$ cat src/rtl/tx_gear3216_if.sv
// Link-layer and transmitter-facing signals of the TX 32->16 gearbox.
// The link layer is the master; the gearbox is the slave.
interface tx_gear3216_if;
   logic [31:0] data_in;
   logic [3:0]  charisk_in;
   logic        valid_in;
   logic        ready_out;
   logic        force_align;
   logic [15:0] data_out;
   logic [1:0]  charisk_out;
   logic        align_sent;
   logic        fill_sent;

   modport master (
      output data_in, charisk_in, valid_in, force_align,
      input  ready_out, data_out, charisk_out, align_sent, fill_sent
   );

   modport slave (
      input  data_in, charisk_in, valid_in, force_align,
      output ready_out, data_out, charisk_out, align_sent, fill_sent
   );
endinterface

$ cat src/rtl/tx_gear3216.sv
// SATA TX gearbox: one 32-bit dword every two clocks out as 16-bit words, low half first,
// with an ALIGNp pair after every ALIGN_PERIOD non-ALIGN dwords and SYNCp filling idle slots.
module tx_gear3216 #(
   parameter int unsigned ALIGN_PERIOD = 256,
   parameter logic [31:0] ALIGN_PRIM   = 32'h7B4A4ABC,
   parameter logic [31:0] FILL_PRIM    = 32'hB5B5957C
) (
   input logic          clk,
   input logic          rst_n,
   tx_gear3216_if.slave bus
);

   typedef enum logic [1:0] {
      StNormal,
      StAlign1,
      StAlign2
   } state_e;

   localparam logic [15:0] CntLast = 16'(ALIGN_PERIOD - 1);

   state_e      state_q, state_d;
   logic        phase_q;
   logic [31:0] dword_q, dword_d;
   logic [3:0]  k_q, k_d;
   logic [15:0] cnt_q, cnt_d;
   logic [15:0] dataOut_q, dataOut_d;
   logic [1:0]  kOut_q, kOut_d;
   logic        alignSent_q, alignSent_d;
   logic        fillSent_q, fillSent_d;

   // Reset starts in StAlign1 so the first two loads after release are the ALIGNp pair.
   always_ff @(posedge clk or negedge rst_n) begin
      if (!rst_n) begin
         state_q     <= StAlign1;
         phase_q     <= 1'b0;
         dword_q     <= '0;
         k_q         <= '0;
         cnt_q       <= '0;
         dataOut_q   <= '0;
         kOut_q      <= '0;
         alignSent_q <= 1'b0;
         fillSent_q  <= 1'b0;
      end else begin
         state_q     <= state_d;
         phase_q     <= ~phase_q;
         dword_q     <= dword_d;
         k_q         <= k_d;
         cnt_q       <= cnt_d;
         dataOut_q   <= dataOut_d;
         kOut_q      <= kOut_d;
         alignSent_q <= alignSent_d;
         fillSent_q  <= fillSent_d;
      end
   end

   always_comb begin
      state_d     = state_q;
      cnt_d       = cnt_q;
      dword_d     = dword_q;
      k_d         = k_q;
      alignSent_d = 1'b0;
      fillSent_d  = 1'b0;
      dataOut_d   = phase_q ? dword_q[31:16] : dword_q[15:0];
      kOut_d      = phase_q ? k_q[3:2] : k_q[1:0];

      // Phase 1 is the load slot: the high half leaves while the next dword is chosen.
      if (phase_q) begin
         if (bus.force_align) begin
            dword_d     = ALIGN_PRIM;
            k_d         = 4'h1;
            alignSent_d = 1'b1;
            cnt_d       = '0;
            state_d     = StNormal;
         end else begin
            unique case (state_q)
               StAlign1: begin
                  dword_d     = ALIGN_PRIM;
                  k_d         = 4'h1;
                  alignSent_d = 1'b1;
                  state_d     = StAlign2;
               end
               StAlign2: begin
                  dword_d     = ALIGN_PRIM;
                  k_d         = 4'h1;
                  alignSent_d = 1'b1;
                  state_d     = StNormal;
               end
               default: begin
                  if (bus.valid_in) begin
                     dword_d = bus.data_in;
                     k_d     = bus.charisk_in;
                  end else begin
                     dword_d    = FILL_PRIM;
                     k_d        = 4'h1;
                     fillSent_d = 1'b1;
                  end
                  if (cnt_q == CntLast) begin
                     cnt_d   = '0;
                     state_d = StAlign1;
                  end else begin
                     cnt_d = cnt_q + 16'd1;
                  end
               end
            endcase
         end
      end
   end

   assign bus.ready_out   = phase_q & ~bus.force_align & (state_q == StNormal);
   assign bus.data_out    = dataOut_q;
   assign bus.charisk_out = kOut_q;
   assign bus.align_sent  = alignSent_q;
   assign bus.fill_sent   = fillSent_q;

endmodule

$ cat src/flat_wrapper.sv
// flat-port wrapper written by rule: the top's interface ports become plain ports
module tx_gear3216_flat 
#(
   parameter int unsigned ALIGN_PERIOD = 256,
   parameter logic [31:0] ALIGN_PRIM   = 32'h7B4A4ABC,
   parameter logic [31:0] FILL_PRIM    = 32'hB5B5957C
)
  (clk, rst_n, bus_data_in, bus_charisk_in, bus_valid_in, bus_force_align, bus_ready_out, bus_data_out, bus_charisk_out, bus_align_sent, bus_fill_sent);
  tx_gear3216_if bus_i ();
  input logic clk;
  input logic rst_n;
  input wire logic [$bits(bus_i.data_in)-1:0] bus_data_in;
  input wire logic [$bits(bus_i.charisk_in)-1:0] bus_charisk_in;
  input wire logic [$bits(bus_i.valid_in)-1:0] bus_valid_in;
  input wire logic [$bits(bus_i.force_align)-1:0] bus_force_align;
  output wire logic [$bits(bus_i.ready_out)-1:0] bus_ready_out;
  output wire logic [$bits(bus_i.data_out)-1:0] bus_data_out;
  output wire logic [$bits(bus_i.charisk_out)-1:0] bus_charisk_out;
  output wire logic [$bits(bus_i.align_sent)-1:0] bus_align_sent;
  output wire logic [$bits(bus_i.fill_sent)-1:0] bus_fill_sent;
  assign bus_i.data_in = bus_data_in;
  assign bus_i.charisk_in = bus_charisk_in;
  assign bus_i.valid_in = bus_valid_in;
  assign bus_i.force_align = bus_force_align;
  assign bus_ready_out = bus_i.ready_out;
  assign bus_data_out = bus_i.data_out;
  assign bus_charisk_out = bus_i.charisk_out;
  assign bus_align_sent = bus_i.align_sent;
  assign bus_fill_sent = bus_i.fill_sent;
  tx_gear3216 #(.ALIGN_PERIOD(ALIGN_PERIOD), .ALIGN_PRIM(ALIGN_PRIM), .FILL_PRIM(FILL_PRIM)) u_core (.clk(clk), .rst_n(rst_n), .bus(bus_i));
endmodule
$ cat config.mk
export PLATFORM = sky130hd
export DESIGN_NAME = tx_gear3216_flat
export DESIGN_NICKNAME = d
export VERILOG_FILES = /design/src/rtl/tx_gear3216_if.sv /design/src/rtl/tx_gear3216.sv /design/src/flat_wrapper.sv
export SDC_FILE = /design/constraint.sdc
export NUM_CORES = 1
export LEC_CHECK = 0
export CORE_MARGIN = 4
export CORE_UTILIZATION = 30
export CTS_CLUSTER_DIAMETER = 100
export CTS_CLUSTER_SIZE = 25
export DETAILED_ROUTE_END_ITERATION = 16
export SYNTH_ARGS = -nofsm -noshare
export SYNTH_HDL_FRONTEND = slang
export SYNTH_SLANG_ARGS = --single-unit
$ cat constraint.sdc
create_clock -name clk -period 2.2 [get_ports clk]
set_input_delay 0.66 -clock clk [delete_from_list [all_inputs] [get_ports clk]]
set_output_delay 0.66 -clock clk [all_outputs]
set_load 0.02 [all_outputs]
Word-level counts from Yosys, hierarchy flattened
Cells that the tools add are included.

storage, ports and cells
  bits in registers = 75
  bits in latches = 0
  memory bits (writable) = 0
  ROM bits = 0
  output and inout port bits = 21
  logic and storage cells = 44
  memories = 0

operators by class
  add/sub/neg operators = 1
  $mul = 0
  div/mod/pow operators = 0
  $lt $le $gt $ge = 0
  equality and inequality tests = 4
  shift operators = 0
  multiplexer cells = 21
  bitwise operators = 4
  reduce and logical (&&, ||, !) cells = 5

operator list
  cell                                                                     number
  32-bit 2-to-1 mux                                                        3
  16-bit 2-to-1 mux                                                        4
  16-bit by 1-bit adder with 16-bit output, second input constant          1
  16-bit by 8-bit == test with 1-bit output, second input constant         1
  4-bit 2-to-1 mux                                                         3
  1-bit 2-to-1 mux                                                         7
  2-bit 2-to-1 mux                                                         3
  2-bit one-hot mux with 2 select lines                                    1
  2-bit AND reduction                                                      2
  4-bit nonzero test                                                       1
  1-bit AND                                                                2
  2-bit by 1-bit == test with 1-bit output, second input constant          1
  2-bit == test, second input constant                                     1
  2-bit logical NOT                                                        1
  2-bit by 1-bit inequality test with 1-bit output, second input constant  1
  1-bit NOT                                                                2
  2-bit OR reduction                                                       1

Depth between registers and ports, before layout
Gate-level depths: netlist (run 1).

  depth in word-level cells = 5
  mapped depth = 7
  gate-level depth less buffers = 6

Worst setup path before layout (run 1)
OpenSTA, ideal clock, no wires.

  path type = register -> register
  from = reg u_core.state_q[0]
  to = reg u_core.cnt_q[12]
  library setup time = 0.076 ns
  arrival = 1.953 ns
  path slack = 0.171 ns
  cell stages (with the launch flop) = 7
  path buffers = 1
  clock period less this slack = 2.029 ns
  path through = dfstp_2 inv_1 ha_1 or3b_1 buf_2 or4b_1 o21ai_1

on the way
  word-level cells in the longest chain between the ends = 4
  elaborated cells on any way between the ends = 5
  classes of those cells = eq/ne (3); reduce/logical (2)

ends and longest elaborated chain
  element                                                                    line               source
  start: declaration                                                         tx_gear3216.sv:21  state_e state_q, state_d;
  start signal: assignment                                                   tx_gear3216.sv:34  state_q <= StAlign1;
  start signal: assignment                                                   tx_gear3216.sv:44  state_q <= state_d;
  2-bit by 1-bit == test with 1-bit output or 2-bit == test (tied branches)  tx_gear3216.sv:75  unique case (state_q)
  2-bit OR reduction (no source line) (*)                                    n/a
  2-bit by 1-bit inequality test with 1-bit output (no source line) (*)      n/a
  2-bit AND reduction (no source line) (*)                                   n/a
  end signal: assignment                                                     tx_gear3216.sv:48  cnt_q <= cnt_d;
  end: declaration                                                           tx_gear3216.sv:25  logic [15:0] cnt_q, cnt_d;

Mark *: on every way between the ends. The rest lies on a longest branch, timed or not.
A chain may end at the register's enable or synchronous reset.

Worst setup path in the final report (run 1)
  from = reg u_core.state_q[0]
  to = out bus_ready_out

on the way
  word-level cells in the longest chain between the ends = 2

ends and longest elaborated chain
  element            line                source
  2-bit logical NOT  tx_gear3216.sv:109  assign bus.ready_out = phase_q & ~bus.force_align & (state_q == StNormal);
  1-bit AND          tx_gear3216.sv:109
  end: declaration   flat_wrapper.sv:16  output wire logic [$bits(bus_i.ready_out)-1:0] bus_ready_out;

No other way between the ends.

==> impl_metrics.yaml, run 1 <==
run_status:
  status: "completed"
timing:
  layout_min_cycle_time_ns: 2.14
  fin_skew_ns: 0.00967
  finalSetupViolations: 0
  hold_viol_final: 0
  rsz0062_at_grt: "no"
  fin_ws_ns: 0.0604
  timing.final.crit_share_pct: 97.3
  finalSetupTns_ns: 0
  slew_violations: 0
  max_clock_freq_ghz: 0.467
  slew_headroom_pct: 69.8
  tightest_slew_ns: 0.441
pwr:
  switching_share_pct: 31.7
  power_density_mw_per_mm2: 958
  clock_power_share_pct: 27.1
  ir_drop_uv: 391
  p_seq_share_pct: 44.5
  internal-power_mw: 2.78
  power_frac_comb_pct: 28.4
  p_sw_mw: 1.29
  p_total_mw: 4.07
  leakage_nw: 1.90
clock_tree:
  htreeDepth: 3
  cts_hold_buf: 0
  cts_tree: "built"
  clock-root-buffer: "clkbuf_8"
  cts.sinks: 75
  ctsResizeCount: 4
  post-cts-setup-buffers: 0
  clk_pin_slew_ns: 0.09
  cts_inserted_buffers: 9
  clk_path_buf_depth: 2
  clk_latency_ns: 0.35
global_routing:
  use_met1_pct: 16.1
  track_usage_pct: 13.1
  grt-ovfl-total: 0
  grt_max_degree: 39
  grt-busiest-layer: "met2"
  grt_pass1_wl_um: 12900
  grt_pass1_vias: 2585
  antenna_found_initial: 0
  grtUsageMet2_pct: 22.1
  grt.met3_usage_pct: 3.44
final_layout:
  area_growth_pct: 33.5
  n_fill_cell: 997
  layout-drive-gt1-share_pct: 13.1
  fin_area_mm2: 0.00426
  fin_util_pct: 41.2
  final_nets: 413
  diodes: 0
floorplan:
  core_region_area_mm2: 0.0103
  die_h_um: 111
  row_count: 37
  dieArea_mm2: 0.0123
  fp.dieW_um: 111
  initial_core_util_pct: 30.9
  num_io_pins: 61
routing:
  wl_per_cell_um: 15.0
  drtPass1Iterations: 4
  ant_nets: 0
  drt-total-wl_um: 7660
  drtIter0Drc: 121
  route.detailed.drc: 0
  num_vias: 2500
  detail_route.vias_per_cell: 4.90
logic_synthesis:
  syn_area_per_cell_um2: 10.9
  synth_cells: 293
  ys_seq_elements: 75
  seq_area_frac_synth_pct: 58.9
  netlist_area_mm2: 0.00319
  ys_warn_count: 0
  synth.distinct_cells: 40
  synth_ff_type: "dfrtp_1"
  synth-edff-count: 0
  synth_fp_nets: 337
  async_flop_share_pct: 100
critical_path:
  crit_family: "flip-flops"
  crit_buf_inv: 2
  worstPathRequired_ns: 1.54
  cp.arrival_ns: 1.48
  endpoint_kind: "output port"
  worstPathCellList: "inv_1, ha_1, and3_1, buf_4"
  slowest_stage: "dfstp_2"
  worst-setup-path-type: "reg2out"
  crit_fanout: 3
  worstSetupStartpointType: "register"
  cpPeakStageDelay_ns: 0.55
placed_design:
  gp_congestion: 0.843
  port_buffers: 60
  placed_cell_area_mm2: 0.00405
  dpl.hpwl_um: 5270
  pre_cts_slack_ns: -0.418
hold_path:
  min_path_type: "in2async"
job:
  drv_cap: 0
==> registers in the layout (all words and copies together) (netlist names) <==
signal / count
u_core.bus.charisk_out: 2
u_core.dword_q: 32
u_core.k_q: 4
u_core.phase_q: 1
u_core.bus.data_out: 16
u_core.state_q: 2
u_core.bus.align_sent: 1
u_core.cnt_q: 16
u_core.bus.fill_sent: 1
==> metrics by stage <==
step	hold slack, ns	cells
2_1_floorplan	0.364	293
3_3_place_gp	0.443	494
3_5_place_dp	0.452	494
4_1_cts	0.261	510
5_1_grt	0.283	510
6_report	0.250	510
==> worst paths after layout <==
check                                        from  slack [ns]                      to  cells after the start
worst min-delay path                        rst_n        0.25        u_core.cnt_q[14]                      1
worst max register to register  u_core.state_q[0]        0.18        u_core.cnt_q[12]                      5
worst min register to register  u_core.dword_q[6]        0.47  u_core.bus.data_out[6]                      2
max in group asynchronous                   rst_n        1.36        u_core.cnt_q[10]                      2
min in group clk                u_core.dword_q[6]        0.47  u_core.bus.data_out[6]                      2
worst max-delay path            u_core.state_q[0]        0.06           bus_ready_out                      4
==> final cells by class <==
class | count | area [um^2] | share of cell area [%]
tap | 136 | 170 | 4.00
timing repair buffer | 81 | 756 | 17.8
clock inverter | 7 | 82.6 | 1.94
clock buffer | 9 | 124 | 2.91
sequential | 75 | 1880 | 44.1
multi-input combinational | 195 | 1220 | 28.6
inverter | 7 | 26.3 | 0.617
==> placed cells by master (no fill, tap or decap), types with 2 or more instances in the layout <==
cell type and instances:
a21o_1 2, a21oi_1 7, a221o_1 6, a22o_1 10, a31oi_1 7, a41oi_1 4, and2_1 6, and3_1 7
and4_1 5, buf_4 23, clkbuf_8 9, clkdlybuf4s50_1 57, clkinvlp_4 2, dfrtp_1 74, ha_1 4, inv_1 7
inv_6 2, mux2_2 6, nand2_1 59, nand2b_1 8, nand3_1 8, nand4_1 6, nor2_1 6, nor2b_1 5
nor4_1 2, o211ai_1 3, o21ai_0 9, o22a_1 8, or3_1 2, xor2_1 4
==> cells by family after synthesis <==
family	count (synthesis)	share of synthesized area, %
AOI/OAI and AO/OA	62	14.6
xor gates and xnor gates	4	1.10
adders and majority gates	4	1.57
buffers and inverters	23	2.98
DFF	75	58.9
muxes	6	2.12
and+or+nand+nor	119	18.7
==> power groups by stage <==
stage	clock network, mW	registers [mW]	logic [mW]
floorplan	0	1.91	0.532
global placement	0	1.83	1.15
detailed placement	0	1.84	1.17
CTS	1.14	1.82	1.17
global route	1.19	1.85	1.29
finish	1.10	1.81	1.16
==> synthesized netlist by cell type, types with 7 or more instances <==
master	instances	area, um^2
a21oi_1	7	35.0
a22o_1	10	87.6
a31oi_1	7	43.8
and3_1	7	43.8
buf_2	7	35.0
clkbuf_1	8	30.0
dfrtp_1	74	1850
inv_1	7	26.3
nand2_1	59	221
nand2b_1	8	50.1
nand3_1	8	40.0
o21ai_0	9	45.0
o22a_1	8	70.1
==> routing by layer <==
metal	part of all wire (%)	wire length, um
met1	45	3450
met5	0	0
met3	4.0	307
met4	1.5	118
met2	49	3790
Power figures use the tool's default switching activity.
==> inputs of run 2 (changes only) <==
- CTS_BUF_LIST: default -> sky130_fd_sc_hd__clkbuf_4 sky130_fd_sc_hd__clkbuf_8
- HOLD_SLACK_MARGIN: default -> 0.08
- SETUP_SLACK_MARGIN: default -> 0.15
==> run 2 against run 1 <==
Net effect: first-iteration DRC count up 12%; core utilization up 0.32 points; via count up 0.68%; count of clock-buffer cells in the layout unchanged; critical path type unchanged; largest power group unchanged.
==> impl_metrics.yaml, run 2 (synthesized netlist as in run 1, its figures left out) <==
run_status:
  status: "completed"
timing:
  timing.final.crit_share_pct: 91.6
  hold_viol_final: 0
  hold_slack_ns: 0.256
  slew_violations: 0
  fin_ws_ns: 0.185
  finalSetupTns_ns: 0
  max_clock_freq_ghz: 0.496
  layout_min_cycle_time_ns: 2.01
  finalSetupViolations: 0
  fin_skew_ns: 0.00988
  slew_headroom_pct: 68.2
  rsz0062_at_grt: "no"
  tightest_slew_ns: 0.476
floorplan:
  initial_core_util_pct: 30.9
  num_io_pins: 61
  fp.dieW_um: 111
  row_count: 37
  die_h_um: 111
  core_region_area_mm2: 0.0103
  dieArea_mm2: 0.0123
global_routing:
  antenna_found_initial: 0
  grt-ovfl-total: 0
  track_usage_pct: 13.1
  grt_max_degree: 39
  grt_pass1_wl_um: 12900
  grt_pass1_vias: 2603
critical_path:
  endpoint_kind: "output port"
  worstSetupStartpointType: "register"
  worst-setup-path-type: "reg2out"
  worstPathRequired_ns: 1.54
  slowest_stage: "dfstp_2"
  crit_fanout: 2
  cp.arrival_ns: 1.35
  crit_buf_inv: 2
  worstPathCellList: "inv_2, ha_4, and3_4, buf_6"
  cpPeakStageDelay_ns: 0.54
  rrSetupSlack_ns: 0.30
  crit_family: "flip-flops"
clock_tree:
  clk_latency_ns: 0.35
  clk_path_buf_depth: 2
  cts.sinks: 75
  htreeDepth: 3
  clock-root-buffer: "clkbuf_8"
  clk_pin_slew_ns: 0.09
  cts_hold_buf: 0
  cts_tree: "built"
  cts_inserted_buffers: 9
routing:
  drtIter0Drc: 135
  wl_per_cell_um: 15.2
  drtPass1Iterations: 4
  route.detailed.drc: 0
  num_vias: 2517
  ant_nets: 0
  drt-total-wl_um: 7770
  detail_route.vias_per_cell: 4.92
final_layout:
  layout-drive-gt1-share_pct: 14.4
  regMostFlops: "u_core.dword_q"
  fin_util_pct: 41.5
  n_fill_cell: 994
  area_growth_pct: 34.6
  largest_reg_flops: 32
  final_cell_mix: "dfrtp_1 (74), nand2_1 (59), clkdlybuf4s50_1 (57)"
  layout_commonest_cell: "dfrtp_1"
  final_nets: 415
  diodes: 0
placed_design:
  gp_congestion: 0.843
  dpl.hpwl_um: 5270
  pre_cts_slack_ns: -0.418
  port_buffers: 60
job:
  drv_cap: 0
hold_path:
  min_path_type: "in2async"
pwr:
  power_density_mw_per_mm2: 969
  leakage_nw: 1.90
  ir_drop_uv: 392
-- run 2: cell count changes in the layout (fill, tap and decap cells not counted) --
cell / before / now
and3_1: 7 / 6
and3_4: 0 / 1
buf_4: 23 / 24
buf_6: 0 / 1
dlygate4sd2_1: 0 / 1
dlymetal6s2s_1: 1 / 0
ha_1: 4 / 3
ha_4: 0 / 1
inv_1: 7 / 6
inv_2: 0 / 1
-- run 2: final cells by class --
type / instances / area [um^2] / area share [%]
multi-input cells: 195 / 1240 / 28.8
well taps: 136 / 170 / 3.97
inverters: 7 / 26.3 / 0.613
clock inverters: 7 / 82.6 / 1.93
clock buffers: 9 / 124 / 2.89
repair buffers: 83 / 771 / 18.0
flip-flops and latches: 75 / 1880 / 43.8
-- run 2: timing repair --
item | in CTS | in global routing
pin swaps | 1 | 0
setup endpoints to repair | 1 | 1
resized for setup | 10 | 1
buffers inserted | 1 | 1
-- run 2: report_power, final --
part | switching [mW] | internal, mW
Sequential | 0.140 | 1.68
Clock | 0.560 | 0.541
Combinational | 0.619 | 0.617
-- run 2: path summary, 6_finish.rpt --
kind / start / to / depth (start not counted)
min: rst_n / u_core.cnt_q[14] / 1
max in group asynchronous: rst_n / u_core.cnt_q[10] / 2
max: u_core.state_q[0] / bus_ready_out / 4
min reg2reg: u_core.dword_q[6] / u_core.bus.data_out[6] / 2
min in group clk: u_core.dword_q[6] / u_core.bus.data_out[6] / 2
max reg2reg: u_core.cnt_q[12] / u_core.cnt_q[0] / 4
-- run 2: metrics by stage --
stage | cells | area, um^2 | total power [mW]
3_3_place_gp | 494 | 4050 | 2.98
2_1_floorplan | 293 | 3190 | 2.44
4_1_cts | 511 | 4270 | 4.16
6_report | 512 | 4290 | 4.15
5_1_grt | 512 | 4290 | 4.40
3_5_place_dp | 494 | 4050 | 3.01
-- run 2: layer usage --
| metal | share of wire (%) | GRT usage (%) |
|---|---|---|
| met1 | 44 | 16.0 |
| met2 | 50 | 22.2 |
| met3 | 4.2 | 3.44 |
| met4 | 1.4 | 5.11 |
| met5 | 0 | 0 |
-- run 2: worst reg2reg max path, cell delays in order (launching register included) --
cell	delay, ns
dfrtp_1	0.46
nor4_1	0.43
nand4_2	0.33
and2_1	0.30
mux2_2	0.27
